[config.mk]
export PLATFORM = sky130hd
export DESIGN_NAME = seq_detector_param
export DESIGN_NICKNAME = d
export VERILOG_FILES = /design/src/rtl/seq_detector_param.sv
export SDC_FILE = /design/constraint.sdc
export NUM_CORES = 1
export LEC_CHECK = 0
export ABC_AREA = 1
export BUFFER_PORTS_ARGS = -buffer_cell sky130_fd_sc_hd__buf_2
export CORE_ASPECT_RATIO = 1.1
export CORE_UTILIZATION = 35
export CTS_CLUSTER_SIZE = 25
export DETAILED_ROUTE_END_ITERATION = 10
export GPL_TIMING_DRIVEN = 0
export PLACE_DENSITY_LB_ADDON = 0.05
export SLEW_MARGIN = 30
export SYNTH_ARGS = -nofsm -noshare
export SYNTH_HDL_FRONTEND = slang
export SYNTH_SLANG_ARGS = --single-unit
[constraint.sdc]
create_clock -name clk -period 1.5 [get_ports clk]
set_input_delay 0.075 -clock clk [delete_from_list [all_inputs] [get_ports clk]]
set_output_delay 0.075 -clock clk [all_outputs]
set_load 0.1 [all_outputs]
[src/rtl/seq_detector_param.sv]
// Serial bit-pattern detector with a runtime-loadable pattern.
// One bit is consumed per clock while in_valid is high. A shift-register
// history is compared against the active pattern, and a fill counter
// prevents matches before enough bits have been seen. Overlapping or
// non-overlapping detection is chosen per consumed bit. A saturating
// counter tracks the number of detections.
module seq_detector_param #(
  parameter int               PAT_W       = 4,
  parameter int               CNT_W       = 8,
  parameter logic [PAT_W-1:0] DEFAULT_PAT = PAT_W'(4'b1011)
) (
  input  logic             clk,
  input  logic             clr,
  input  logic             in,
  input  logic             in_valid,
  input  logic             overlap,
  input  logic             load,
  input  logic [PAT_W-1:0] pattern,
  input  logic             cnt_clr,
  output logic             out,
  output logic [CNT_W-1:0] match_cnt,
  output logic             cnt_sat
);

  // Fill counts 0..PAT_W, so it needs enough bits to hold PAT_W itself.
  localparam int                FILL_W    = $clog2(PAT_W + 1);
  localparam logic [FILL_W-1:0] FILL_FULL = FILL_W'(PAT_W);
  localparam logic [FILL_W-1:0] FILL_HIT  = FILL_W'(PAT_W - 1);

  logic [PAT_W-1:0] r_pat;
  logic [PAT_W-1:0] r_hist;
  logic [FILL_W-1:0] r_fill;
  logic             r_out;
  logic [CNT_W-1:0] r_cnt;

  logic [PAT_W-1:0] w_hist_next;
  logic             w_hit;
  logic             w_cnt_full;

  // Newest bit enters at the LSB, so the first-received bit of a complete
  // window ends up at the MSB and lines up with pattern[PAT_W-1]. A hit
  // needs PAT_W-1 previously valid bits plus the bit arriving now.
  always_comb begin
    w_hist_next = {r_hist[PAT_W-2:0], in};
    w_hit       = in_valid && !load && (r_fill >= FILL_HIT) && (w_hist_next == r_pat);
    w_cnt_full  = &r_cnt;
  end

  // Pattern, history, fill level and registered match pulse.
  always_ff @(posedge clk or negedge clr) begin
    if (!clr) begin
      r_pat  <= DEFAULT_PAT;
      r_hist <= '0;
      r_fill <= '0;
      r_out  <= 1'b0;
    end else if (load) begin
      r_pat  <= pattern;
      r_hist <= '0;
      r_fill <= '0;
      r_out  <= 1'b0;
    end else if (in_valid) begin
      r_hist <= w_hist_next;
      r_out  <= w_hit;
      // Non-overlapping mode: the bits of a completed match are used up.
      if (w_hit && !overlap) begin
        r_fill <= '0;
      end else if (r_fill != FILL_FULL) begin
        r_fill <= r_fill + 1'b1;
      end
    end else begin
      // Idle cycle: partial match is kept across gaps in in_valid.
      r_out <= 1'b0;
    end
  end

  // Saturating detection counter; a clear wins over a simultaneous hit.
  always_ff @(posedge clk or negedge clr) begin
    if (!clr) begin
      r_cnt <= '0;
    end else if (cnt_clr) begin
      r_cnt <= '0;
    end else if (w_hit && !w_cnt_full) begin
      r_cnt <= r_cnt + 1'b1;
    end
  end

  assign out       = r_out;
  assign match_cnt = r_cnt;
  assign cnt_sat   = w_cnt_full;

endmodule
Word-level counts from Yosys, hierarchy flattened. Cells that the tools add are included.

Input port bits: 11. Bits in registers: 19. Word-level logic and storage cells: 33.

Multiplexer cells: 10. Reduce and logical (&&, ||, !) cells: 13. Eq/ne operators: 2. Magnitude comparators: 1. Add/subtract/negate cells: 2.

Operators with widths (number): 2-to-1 mux 3 bit (6); 2-to-1 mux 8 bit (2); adder 8 x 1 -> 8 bit (second input constant) (1); AND reduction 8 bit (1); logical AND 1 bit (5); equality test 4 bit (1); nonzero test 2 bit (2); adder 3 x 1 -> 3 bit (second input constant) (1); greater-or-equal comparator 3 x 2 -> 1 bit (second input constant) (1); logical NOT 1 bit (3); inequality test 3 bit (second input constant) (1); nonzero test 3 bit (1); 2-to-1 mux 1 bit (2); AND reduction 2 bit (1).

Longest topological paths before layout. Gate-level depths: netlist (run 1).

Word-level depth: 8. Depth in mapped cells: 11. Mapped depth without buffers: 11.

Worst setup path after synthesis (run 1). OpenSTA, ideal clock, no wires.

Path type: flip-flop to output port. From: register r_cnt[1], in the netlist match_cnt[1]. To: output port cnt_sat. Slack: -1.506 ns. Data arrival time: 2.931 ns. Stages on the path, launching flop included: 6. Required time: 1.425 ns. Path through: dfrtp_1 ha_1 nand4_1 nor2_2 inv_1 nor2_1.

Cells in the longest elaborated chain, start to end: 1.

RTL lines: from (decl) (line 34) `logic [CNT_W-1:0] r_cnt;`; from (signal assigned) (line 83) `r_cnt <= r_cnt + 1'b1;`; AND reduction 8 bit (line 46) `w_cnt_full = &r_cnt;`; to (decl) (line 22) `output logic cnt_sat`.

No other way between the ends.

Final worst setup path (run 1).
From: register r_fill[0]. To: register r_fill[0].

Cells in the longest elaborated chain, start to end: 7. Elaborated cells on any way between the ends: 12. Classes of those cells: 1 x add/sub; 1 x order compare; 1 x eq/ne; 4 x mux; 5 x reduce/logical.

RTL lines: from (decl) (line 32) `logic [FILL_W-1:0] r_fill;`; from (signal assigned) (line 68) `r_fill <= r_fill + 1'b1;`; greater-or-equal comparator 3 x 2 -> 1 bit (line 45) `w_hit = in_valid && !load && (r_fill >= FILL_HIT) && (w_hist_next == r_pat);`; logical AND 1 bit (2 in series) (line 45); logical AND 1 bit (line 65) `if (w_hit && !overlap) begin`; 2-to-1 mux 3 bit (line 65); 2-to-1 mux 3 bit (line 61) `end else if (in_valid) begin`; 2-to-1 mux 3 bit (line 56) `end else if (load) begin`.

Parallel ways exist; a longest one is shown, timed or not. The select of a mux whose other input is x is not followed. A chain may end at the register's enable or synchronous reset.

==> impl_summary.log, run 1 <==
[metrics] run status: complete, but fails checks
[metrics] failing checks: negative setup slack
[metrics] measured slew at the worst slew-check pin: 0.490 ns
[metrics] power density cells: 659 nW/um^2
[metrics] area post-placement: 1310 sq um
[metrics] Placement Rows: 21
[metrics] area share of the largest cell type after synthesis: 0.358
[metrics] height of the die: 61.3 um
[metrics] RePlAce Congestion: 0.741
[metrics] flip-flop and latch count after synthesis: 19
[metrics] combined global-route utilization of all metal layers: 0.155
[metrics] busiest layer in global routing: met2
[metrics] fin crit share: 1.10
[metrics] CTS tree: done
[metrics] synthesized-area fraction occupied by adder cells: 0.0448
[metrics] final period demand of the worst path: 1.65 ns
[metrics] Syn Inst Count: 137
[metrics] met2 Use GR: 0.310
[metrics] post-synthesis sequential area ratio: 0.429
[metrics] Clock Sinks: 19
[metrics] endpoint arrival time on the critical path: 1.89 ns
[metrics] count of maximum capacitance violations: 0
[metrics] initial cell density of the core: 0.367
[metrics] layout cells sized above 1: 0.444
[metrics] floorplan core area: 3050 sq um
[metrics] synth top area cells: dfrtp_1, nand2_1, nand3_1
[metrics] fmax: 0.608 GHz
[metrics] compound-gate portion of the synthesized area: 0.0526
[metrics] data required time of the worst path: 1.75 ns
[metrics] Post-Syn Area: 1120 sq um
[metrics] CTS clock-pin slew for the worst setup and hold paths: 0.12 ns
[metrics] global route overflow: 0
[metrics] met1 GRT Util: 0.170
[metrics] share of the core filled with cells: 0.535
[metrics] Leakage Power: 0.809 nW
[metrics] critical path cell sequence: ha_2 > ha_4 > nor2_2 > nand2_1 > nand2_2 > nor2_4 > buf_4 > nand3_4 > nand2_2 > nor2_1 > nand3_1 > nand2_1
[metrics] number of failing hold endpoints at the final stage: 0
[metrics] proportion of synthesized area in mux cells: 0
[metrics] category of the worst setup path capture point: flop
[metrics] Final ANT Viol Nets: 0
[metrics] VDD IR-drop max: 0.342 mV
[metrics] critical path peak fanout: 3
[metrics] Total Power Consumption: 0.00107 W
[metrics] area leader, netlist: dfrtp_1
[metrics] initial detailed-routing violation count: 14
[metrics] Worst Hold Class: in2reg
[metrics] post-route clock skew: 0.00408 ns
[metrics] max-slew violation count: 0
[metrics] antenna violations before repair: 0
[metrics] met3 GRT Util: 0.0189
[metrics] post-route cell area: 1630 sq um
[metrics] nets in the synthesized netlist: 152
[metrics] count of distinct cell types in the synthesized netlist: 26
[metrics] Worst Hold Margin: 0.0211 ns
[metrics] area share of and/or/nand/nor cells after synthesis: 0.340
[metrics] maximum root-to-sink buffer count: 2
[metrics] Buffers on Ports: 19
[metrics] worst setup margin: -0.146 ns
[metrics] # setup viols final: 12
[metrics] width of the die: 55.9 um
[metrics] number of global-route vias before repair: 990
[metrics] final antenna diode count: 0
[metrics] vias per cell: 4.68
[metrics] yosys warns: 0
[metrics] CTS buffer count: 3
[metrics] die area: 3420 sq um
[metrics] xor/xnor cell area share of the yosys netlist: 0.0392
[metrics] DR pass1 iterations: 4
[metrics] startpoint type of the worst setup path: flop
[metrics] Total Wirelength: 2.45 mm
[metrics] detailed-placement wirelength estimate: 1.65 mm
[metrics] wire length of the first global-routing pass: 4.08 mm
[metrics] Filler cells: 286
[metrics] CP max stage delay: 0.42 ns
[metrics] Top-Level Pins: 21
[metrics] maximum number of pins on one net before global-route repair: 20
[metrics] DR WL/cell: 11.5 um
[metrics] RSZ-0062 raised after global routing: true
[metrics] Area Growth Syn to Fin: 45.9%
[metrics] maximum level of the CTS H-tree: 1
[metrics] clock network latency to the later pin of the worst-skew pair: 0.30 ns
[metrics] Root Buffer: clkbuf_4
[metrics] slowest stage cell, crit path: dfrtp_1
[metrics] total negative slack for setup checks: -1.42 ns
[metrics] final-stage net count: 196
[metrics] headroom to the max-slew limit: 0.676
[metrics] post-synthesis area per instance: 8.16 sq um
[metrics] number of remaining DRC errors: 0
[metrics] worst setup path category: reg2reg
[metrics] via count: 1001
[metrics] main combinational cell family by area after synthesis: simple AND/OR/NAND/NOR gates
[worst paths after layout]
path / to / cells after the start / start / slack (ns)
max in group asynchronous: match_cnt[3]$_DFFE_PN0P_ / 2 / clr / 0.91
hold / removal: r_pat[2]$_DFFE_PN0P_ / 2 / load / 0.02
setup reg to reg: r_fill[0]$_DFFE_PN0P_ / 12 / r_fill[0]$_DFFE_PN0P_ / -0.15
min in group asynchronous: match_cnt[0]$_DFFE_PN0P_ / 2 / clr / 0.24
hold reg to reg: r_pat[3]$_DFFE_PN1P_ / 2 / r_pat[3]$_DFFE_PN1P_ / 0.48
setup / recovery: r_fill[0]$_DFFE_PN0P_ / 12 / r_fill[0]$_DFFE_PN0P_ / -0.15
[critical path, delay by kind of cell (launching register included)]
family,cells,cell delay (ns)
and+or+nand+nor,9,0.68
buffers and inverters,1,0.13
DFF,1,0.42
adders and majority gates,2,0.36
[where the power goes]
part	internal, W	switching [W]
registers	0.000544	0.0000176
logic	0.000105	0.000137
clock network	0.0000994	0.000172
[registers in the layout, summed over array words and instances, names as in the netlist]
signal	count
out	1
r_hist	3
r_pat	4
match_cnt	8
r_fill	3
[what timing repair did]
item                       CTS  global route
hold buffers                 8             0
setup buffers                8             4
pin swaps                   11             3
gates resized for setup     16             9
hold endpoints to repair    20             0
setup endpoints to repair   12            12
[stage by stage]
step | cells | worst slack, ns
after detailed placement | 190 | -0.230
after CTS | 210 | -0.120
after global placement | 190 | -0.207
final | 214 | -0.146
after global routing | 214 | -0.227
after floorplan | 137 | -0.275
[cells in the mapped netlist]
| library cell | count |
|---|---|
| buf_2 | 1 |
| nand3_4 | 1 |
| nand4_1 | 3 |
| nor2_8 | 1 |
| nor2_1 | 6 |
| a21oi_4 | 1 |
| dfstp_2 | 3 |
| xor2_1 | 3 |
| xnor2_1 | 2 |
| buf_6 | 1 |
| nand2_1 | 37 |
| inv_1 | 20 |
| a21oi_1 | 1 |
| nand2_2 | 2 |
| or2_2 | 1 |
| nand3b_1 | 4 |
| nor2_4 | 2 |
| ha_1 | 4 |
| o22ai_1 | 2 |
| dfrtp_1 | 16 |
| nand3_1 | 16 |
| nor3_1 | 1 |
| inv_2 | 2 |
| o21ai_0 | 5 |
| inv_4 | 1 |
| nor2_2 | 1 |
[logic make-up (layout without fill, tap and decap cells)]
logic type / after synthesis / count (layout)
xor gates and xnor gates: 5 / 5
buffers and inverters: 25 / 68
and+or+nand+nor: 75 / 75
adders and majority gates: 4 / 4
AOI/OAI and AO/OA: 9 / 9
DFF: 19 / 19
[layout by cell type, fill, tap and decap left out, types with 2 or more instances in the layout]
| master | instances |
|---|---|
| nand2_2 | 2 |
| dfstp_2 | 3 |
| nand4_1 | 3 |
| dlygate4sd3_1 | 8 |
| nor2_2 | 2 |
| buf_6 | 2 |
| nand3_1 | 8 |
| nor2_4 | 4 |
| dfrtp_1 | 8 |
| nor2_1 | 3 |
| buf_12 | 2 |
| clkbuf_4 | 3 |
| o21ai_0 | 5 |
| xnor2_1 | 2 |
| nand3_2 | 6 |
| nand2_4 | 3 |
| inv_1 | 18 |
| buf_2 | 19 |
| buf_4 | 10 |
| xor2_1 | 3 |
| dfrtp_2 | 4 |
| o22ai_1 | 2 |
| dfrtp_4 | 4 |
| nand3b_1 | 4 |
| inv_2 | 4 |
| nand3_4 | 3 |
| nand2_1 | 34 |
| ha_4 | 2 |
[layout make-up]
class,count,area [sq um],share of cell area
flip-flops and latches,19,499,0.306
clock inverters,1,5.00,0.00307
clock buffers,3,22.5,0.0138
repair buffers,39,297,0.182
inverters,23,88.8,0.0545
multi-input cells,93,659,0.404
plain buffers,2,16.3,0.00998
well taps,34,42.5,0.0261
[layer usage]
metal | share of wire | vias up
met3 | 0.022 | 2
li1 | - | 517
met1 | 0.42 | 468
met2 | 0.55 | 14
met4 | 0.0077 | 0
met5 | 0 | -
Power figures use the tool's default switching activity.
==> inputs of run 2 (changes only) <==
CORE_UTILIZATION = 48   (was 35)
==> impl_summary.log, run 2 (synthesized netlist as in run 1, its figures left out) <==
[metrics] run status: complete, but fails checks (unchanged)
[metrics] failing checks: negative setup slack (unchanged)
[metrics] Top-Level Pins: 21 (unchanged)
[metrics] Hold Crit Depth: 3 (was 2)
[metrics] CTS tree: done (unchanged)
[metrics] Buffers on Ports: 19 (unchanged)
[metrics] Crit Reg-Reg Endpoint: match_cnt[5]$_DFFE_PN0P_ (was r_fill[0]$_DFFE_PN0P_)
[metrics] relative contribution of sequential cells to total power: 0.530 (was 0.523)
[metrics] DR WL/cell: 12.9 um (was 11.5 um)
[metrics] CTS clock-pin slew for the worst setup and hold paths: 0.12 ns (about the same)
[metrics] destination of the worst hold path: r_hist[0]$_DFFE_PN0P_ (was r_pat[2]$_DFFE_PN0P_)
[metrics] floorplan core area: 2110 sq um (was 3050 sq um)
[metrics] startpoint type of the worst setup path: flop (unchanged)
[metrics] layout cells sized above 1: 0.387 (was 0.444)
[metrics] switching pwr: 0.000325 W (was 0.000326 W)
[metrics] number of remaining DRC errors: 0 (unchanged)
[metrics] total negative slack for setup checks: -1.67 ns (was -1.42 ns)
[metrics] via count: 1010 (was 1001)
[metrics] Leakage Power: 0.749 nW (was 0.809 nW)
[metrics] maximum number of pins on one net before global-route repair: 20 (unchanged)
[metrics] global route overflow: 0 (unchanged)
[metrics] placed instance count: 184 (was 190)
[metrics] final antenna diode count: 0 (unchanged)
[metrics] width of the die: 48 um (was 55.9 um)
[metrics] share of total power in the clock network: 0.260 (was 0.252)
[metrics] Total Wirelength: 2.58 mm (was 2.45 mm)
[metrics] headroom to the max-slew limit: 0.675 (was 0.676)
[metrics] clock network latency to the later pin of the worst-skew pair: 0.31 ns (was 0.30 ns)
[metrics] initial detailed-routing violation count: 28 (was 14)
[metrics] antenna violations before repair: 0 (unchanged)
[metrics] RePlAce Congestion: 0.781 (was 0.741)
[metrics] share of total power consumed by net switching: 0.305 (was 0.304)
[metrics] count of maximum capacitance violations: 0 (unchanged)
[metrics] internal power: 0.000741 W (was 0.000748 W)
[metrics] die area: 2520 sq um (was 3420 sq um)
[metrics] initial cell density of the core: 0.531 (was 0.367)
[metrics] Worst Hold Margin: 0.0447 ns (was 0.0211 ns)
[metrics] maximum level of the CTS H-tree: 1 (unchanged)
[metrics] endpoint arrival time on the critical path: 1.90 ns (was 1.89 ns)
[metrics] RSZ-0062 raised after global routing: true (unchanged)
[metrics] DR pass1 iterations: 6 (was 4)
[metrics] Final ANT Viol Nets: 0 (unchanged)
[metrics] highest-count cells in the layout ignoring fill and taps: nand2_1, inv_1, buf_2 (was nand2_1, buf_2, inv_1)
[metrics] maximum root-to-sink buffer count: 2 (unchanged)
[metrics] fmax: 0.590 GHz (was 0.608 GHz)
[metrics] setup slack, reg-to-reg: -0.19 ns (was -0.15 ns)
[metrics] Multi-input gate area: 632 sq um (was 659 sq um)
[metrics] power density cells: 702 nW/um^2 (was 659 nW/um^2)
[metrics] fin crit share: 1.13 (was 1.10)
[metrics] Worst Hold Class: in2reg (unchanged)
[metrics] Root Buffer: clkbuf_4 (unchanged)
[metrics] Filler cells: 161 (was 286)
[metrics] number of failing hold endpoints at the final stage: 0 (unchanged)
[metrics] max reg flops: 8 (unchanged)
[metrics] final-stage net count: 189 (was 196)
[metrics] combined global-route utilization of all metal layers: 0.240 (was 0.155)
[metrics] final period demand of the worst path: 1.69 ns (was 1.65 ns)
[metrics] critical path peak fanout: 7 (was 3)
[metrics] Clock Sinks: 19 (unchanged)
[metrics] non-filler cells in the finished layout: 201 (was 214)
[metrics] number of global-route vias before repair: 970 (was 990)
[metrics] post-route clock skew: 0.00415 ns (was 0.00408 ns)
[metrics] Area Growth Syn to Fin: 35.8% (was 45.9%)
[metrics] detailed-placement wirelength estimate: 1.65 mm (about the same)
[metrics] startpoint of the worst-slack reg-to-reg timing path: r_fill[1]$_DFFE_PN0P_ (was r_fill[0]$_DFFE_PN0P_)
[metrics] # setup viols final: 12 (unchanged)
[metrics] worst setup path category: reg2reg (unchanged)
[metrics] CTS buffer count: 3 (unchanged)
[metrics] measured slew at the worst slew-check pin: 0.490 ns (about the same)
[metrics] Sequential Area: 499 sq um (unchanged)
[metrics] Placement Rows: 17 (was 21)
[metrics] VDD IR-drop max: 0.657 mV (was 0.342 mV)
[metrics] Worst R2R Path Depth: 11 (was 12)
[metrics] data required time of the worst path: 1.71 ns (was 1.75 ns)
[metrics] worst setup margin: -0.194 ns (was -0.146 ns)
[metrics] max-slew violation count: 0 (unchanged)
[metrics] vias per cell: 5.02 (was 4.68)
[metrics] commonest non-fill, non-tap cell in the layout: nand2_1 (unchanged)
[metrics] critical hold path startpoint: in (was load)
[metrics] Comb pwr share: 0.210 (was 0.225)
[metrics] category of the worst setup path capture point: flop (unchanged)
[metrics] height of the die: 52.6 um (was 61.3 um)
[metrics] wire length of the first global-routing pass: 4.18 mm (was 4.08 mm)
run 2: layer usage:
metal / up-vias / GRT usage / wire [um]
li1: 508 / - / -
met1: 469 / 0.279 / 1030
met2: 24 / 0.417 / 1410
met3: 9 / 0.0345 / 72
met4: 0 / 0.106 / 69
met5: - / 0 / 0
run 2: critical path, stage by stage, from the launching register on:
cell	delay, ns
dfrtp_1	0.40
ha_2	0.22
ha_4	0.13
nor2_1	0.03
nand2_1	0.07
nand2_2	0.07
nor2_4	0.12
nand2_4	0.08
a21oi_4	0.22
inv_4	0.09
nand3_1	0.08
nand2_1	0.06
run 2: timing repair:
action                     in CTS  in global routing
hold buffers                    8                  0
hold endpoints to repair       20                  0
setup endpoints to repair      12                 12
pin swaps                       1                  8
gates cloned                    1                  0
buffers inserted                2                  2
resized for setup               8                  8
run 2: cell type report:
| class | count | area share |
|---|---|---|
| buffer | 2 | 0.0107 |
| inverter | 23 | 0.0585 |
| sequential | 19 | 0.329 |
| tap | 28 | 0.0231 |
| multi-input combinational | 94 | 0.416 |
| timing repair buffer | 31 | 0.145 |
| clock buffer | 4 | 0.0173 |
run 2: worst max path at each step:
stage / start / endpoint / slack, ns / cells past startpoint
after floorplan: match_cnt[1]$_DFFE_PN0P_ / cnt_sat / -0.28 / 5
after global placement: r_fill[0]$_DFFE_PN0P_ / match_cnt[1]$_DFFE_PN0P_ / -0.17 / 11
after detailed placement: r_fill[0]$_DFFE_PN0P_ / match_cnt[7]$_DFFE_PN0P_ / -0.20 / 11
after CTS: r_fill[1]$_DFFE_PN0P_ / match_cnt[0]$_DFFE_PN0P_ / -0.13 / 11
after global routing: r_fill[1]$_DFFE_PN0P_ / match_cnt[5]$_DFFE_PN0P_ / -0.26 / 11
final: r_fill[1]$_DFFE_PN0P_ / match_cnt[5]$_DFFE_PN0P_ / -0.19 / 11
run 2: power by group through the flow:
| stage | combinational (W) | sequential (W) | clock, W |
|---|---|---|---|
| after detailed placement | 0.000167 | 0.000576 | 0 |
| after CTS | 0.000200 | 0.000563 | 0.000276 |
| after global routing | 0.000252 | 0.000568 | 0.000304 |
| final | 0.000224 | 0.000564 | 0.000277 |
| after floorplan | 0.000118 | 0.000577 | 0 |
| after global placement | 0.000161 | 0.000575 | 0 |
run 2: stage by stage:
stage | worst slack [ns] | instance area [sq um] | power [W] | util
floorplan | -0.275 | 1170 | 0.000695 | -
global placement | -0.167 | 1310 | 0.000736 | 0.620
detailed placement | -0.197 | 1310 | 0.000743 | 0.620
CTS | -0.134 | 1470 | 0.00104 | 0.697
global route | -0.257 | 1520 | 0.00112 | 0.721
finish | -0.194 | 1520 | 0.00107 | 0.721
==> inputs of run 3 (changes only) <==
BUFFER_PORTS_ARGS = -buffer_cell sky130_fd_sc_hd__clkbuf_2   (was -buffer_cell sky130_fd_sc_hd__buf_2)
GPL_TIMING_DRIVEN = unset   (was 0)
MAX_ROUTING_LAYER = met4   (was unset)
==> impl_summary.log, run 3 (synthesized netlist as in run 1, its figures left out) <==
[metrics] CTS buffer count: 3 (unchanged)
[metrics] Root Buffer: clkbuf_4 (unchanged)
[metrics] RePlAce Congestion: 0.841 (was 0.781)
[metrics] area post-placement: 1390 sq um (was 1310 sq um)
[metrics] via count: 1003 (was 1010)
[metrics] width of the die: 48 um (unchanged)
[metrics] initial detailed-routing violation count: 10 (was 28)
[metrics] final antenna diode count: 0 (unchanged)
[metrics] height of the die: 52.6 um (unchanged)
[metrics] category of the worst setup path capture point: primary output (was flop)
[metrics] layout cells sized above 1: 0.446 (was 0.387)
[metrics] # setup viols final: 9 (was 12)
[metrics] combined global-route utilization of all metal layers: 0.248 (was 0.240)
[metrics] RSZ-0062 raised after global routing: true (unchanged)
[metrics] DR pass1 iterations: 4 (was 6)
[metrics] cell family with the largest share of critical-path delay: flip-flops (was simple AND/OR/NAND/NOR gates)
[metrics] number of failing hold endpoints at the final stage: 0 (unchanged)
[metrics] headroom to the max-slew limit: 0.638 (was 0.675)
[metrics] final period demand of the worst path: 1.59 ns (was 1.69 ns)
[metrics] Placement Rows: 17 (unchanged)
[metrics] CTS tree: done (unchanged)
[metrics] critical path cell sequence: ha_4 > nand4_1 > nor2_4 > inv_2 > nor2_4 > buf_12 (was ha_2 > ha_4 > nor2_1 > nand2_1 > nand2_2 > nor2_4 > nand2_4 > a21oi_4 > inv_4 > nand3_1 > nand2_1)
[metrics] WP buf/inv: 2 (was 1)
[metrics] max-slew violation count: 0 (unchanged)
[metrics] Worst Hold Class: in2reg (unchanged)
[metrics] post-route clock skew: 0.00425 ns (was 0.00415 ns)
[metrics] clock network latency to the later pin of the worst-skew pair: 0.30 ns (was 0.31 ns)
[metrics] wire length of the first global-routing pass: 4.11 mm (was 4.18 mm)
[metrics] die area: 2520 sq um (unchanged)
[metrics] data required time of the worst path: 1.42 ns (was 1.71 ns)
[metrics] Final ANT Viol Nets: 0 (unchanged)
[metrics] DR WL/cell: 11.6 um (was 12.9 um)
[metrics] vias per cell: 4.89 (was 5.02)
[metrics] final-stage net count: 193 (was 189)
[metrics] maximum level of the CTS H-tree: 1 (unchanged)
[metrics] Total Wirelength: 2.39 mm (was 2.58 mm)
[metrics] VDD IR-drop max: 0.576 mV (was 0.657 mV)
[metrics] worst setup path category: reg2out (was reg2reg)
[metrics] global route overflow: 0 (unchanged)
[metrics] slowest stage cell, crit path: dfrtp_4 (was dfrtp_1)
[metrics] crit-path most repeated cell: nor2_4 (was nand2_1)
[metrics] commonest non-fill, non-tap cell in the layout: nand2_1 (unchanged)
[metrics] measured slew at the worst slew-check pin: 0.546 ns (was 0.490 ns)
[metrics] antenna violations before repair: 0 (unchanged)
[metrics] highest-count cells in the layout ignoring fill and taps: nand2_1, clkbuf_2, inv_1 (was nand2_1, inv_1, buf_2)
[metrics] Area Growth Syn to Fin: 40.0% (was 35.8%)
[metrics] Total Power Consumption: 0.00105 W (was 0.00107 W)
[metrics] worst setup margin: -0.0901 ns (was -0.194 ns)
[metrics] floorplan core area: 2110 sq um (unchanged)
[metrics] Top-Level Pins: 21 (unchanged)
[metrics] CP max stage delay: 0.44 ns (was 0.40 ns)
[metrics] Filler cells: 162 (was 161)
[metrics] fin crit share: 1.06 (was 1.13)
[metrics] initial cell density of the core: 0.531 (unchanged)
[metrics] startpoint type of the worst setup path: flop (unchanged)
[metrics] critical path peak fanout: 2 (was 7)
[metrics] Buffers on Ports: 20 (was 19)
[metrics] number of remaining DRC errors: 0 (unchanged)
[metrics] post-route cell area: 1560 sq um (was 1520 sq um)
[metrics] fmax: 0.629 GHz (was 0.590 GHz)
[metrics] count of maximum capacitance violations: 0 (unchanged)
[metrics] endpoint arrival time on the critical path: 1.52 ns (was 1.90 ns)
[metrics] Leakage Power: 0.761 nW (was 0.749 nW)
[metrics] detailed-placement wirelength estimate: 1.71 mm (was 1.65 mm)
[metrics] CTS clock-pin slew for the worst setup and hold paths: 0.11 ns (was 0.12 ns)
[metrics] run status: complete, but fails checks (unchanged)
[metrics] number of global-route vias before repair: 1034 (was 970)
[metrics] maximum root-to-sink buffer count: 2 (unchanged)
[metrics] Clock Sinks: 19 (unchanged)
[metrics] failing checks: negative setup slack (unchanged)
[metrics] maximum number of pins on one net before global-route repair: 20 (unchanged)
[metrics] power density cells: 672 nW/um^2 (was 702 nW/um^2)
[metrics] max reg flops: 8 (unchanged)
[run 3: changes by cell type in the layout (fill, tap and decap cells not counted), sizes merged]
cell / delta
clkbuf: +19
buf: -11
dlygate4sd3: -3
a21oi: -1
[run 3: area by class of cell]
cell class / count / area (sq um) / area share
multi-input cells: 93 / 644 / 0.412
flip-flops and latches: 19 / 499 / 0.319
well taps: 28 / 35.0 / 0.0224
repair buffers: 38 / 270 / 0.173
inverters: 23 / 88.8 / 0.0568
clock buffers: 4 / 26.3 / 0.0168
[run 3: per-layer routing]
layer	track usage	share of wire	vias up
met1	0.260	0.42	467
met3	0.0483	0.025	6
met2	0.412	0.53	19
met4	0.153	0.026	0
li1	-	-	511
met5	-	0	-
[run 3: power breakdown]
part,switching [W],internal [W]
logic,0.000135,0.0000977
clock network,0.000156,0.000104
registers,0.0000148,0.000544
total,0.000306,0.000745
[run 3: worst paths after layout]
path                                     startpoint                       end  slack (ns)  cells after the start
min reg2reg                    r_pat[3]$_DFFE_PN1P_      r_pat[3]$_DFFE_PN1P_        0.49                      2
max                        match_cnt[0]$_DFFE_PN0P_                   cnt_sat       -0.09                      6
min in group asynchronous                       clr  match_cnt[2]$_DFFE_PN0P_        0.25                      2
max reg2reg                match_cnt[0]$_DFFE_PN0P_  match_cnt[2]$_DFFE_PN0P_       -0.06                      8
max in group asynchronous                       clr  match_cnt[3]$_DFFE_PN0P_        0.89                      2
min                                              in     r_hist[0]$_DFFE_PN0P_        0.04                      3
[run 3: worst min-delay path, delay by kind of cell]
| family | cells | cell delay [ns] |
|---|---|---|
| AO/OA/AOI/OAI | 1 | 0.08 |
| buffers and inverters | 2 | 0.16 |
[run 3: what timing repair did]
| action | CTS | global route |
|---|---|---|
| pin swaps | 10 | 2 |
| hold buffers | 5 | 0 |
| setup buffers | 2 | 0 |
| endpoints found under the hold margin | 20 | 0 |
| gates resized for setup | 15 | 6 |
| setup endpoints to repair | 12 | 12 |
[run 3: per-stage QoR]
stage               TNS (ns)  setup slack [ns]  std cells  utilization  hold slack (ns)
global placement     -0.0880           -0.0183        194        0.661           0.0528
global route           -1.62            -0.191        205        0.743           0.0576
CTS                   -0.485           -0.0890        205        0.737           0.0385
finish                -0.491           -0.0901        205        0.743           0.0406
floorplan             -0.732            -0.275        137            -           -0.221
detailed placement    -0.623           -0.0908        194        0.661           0.0544
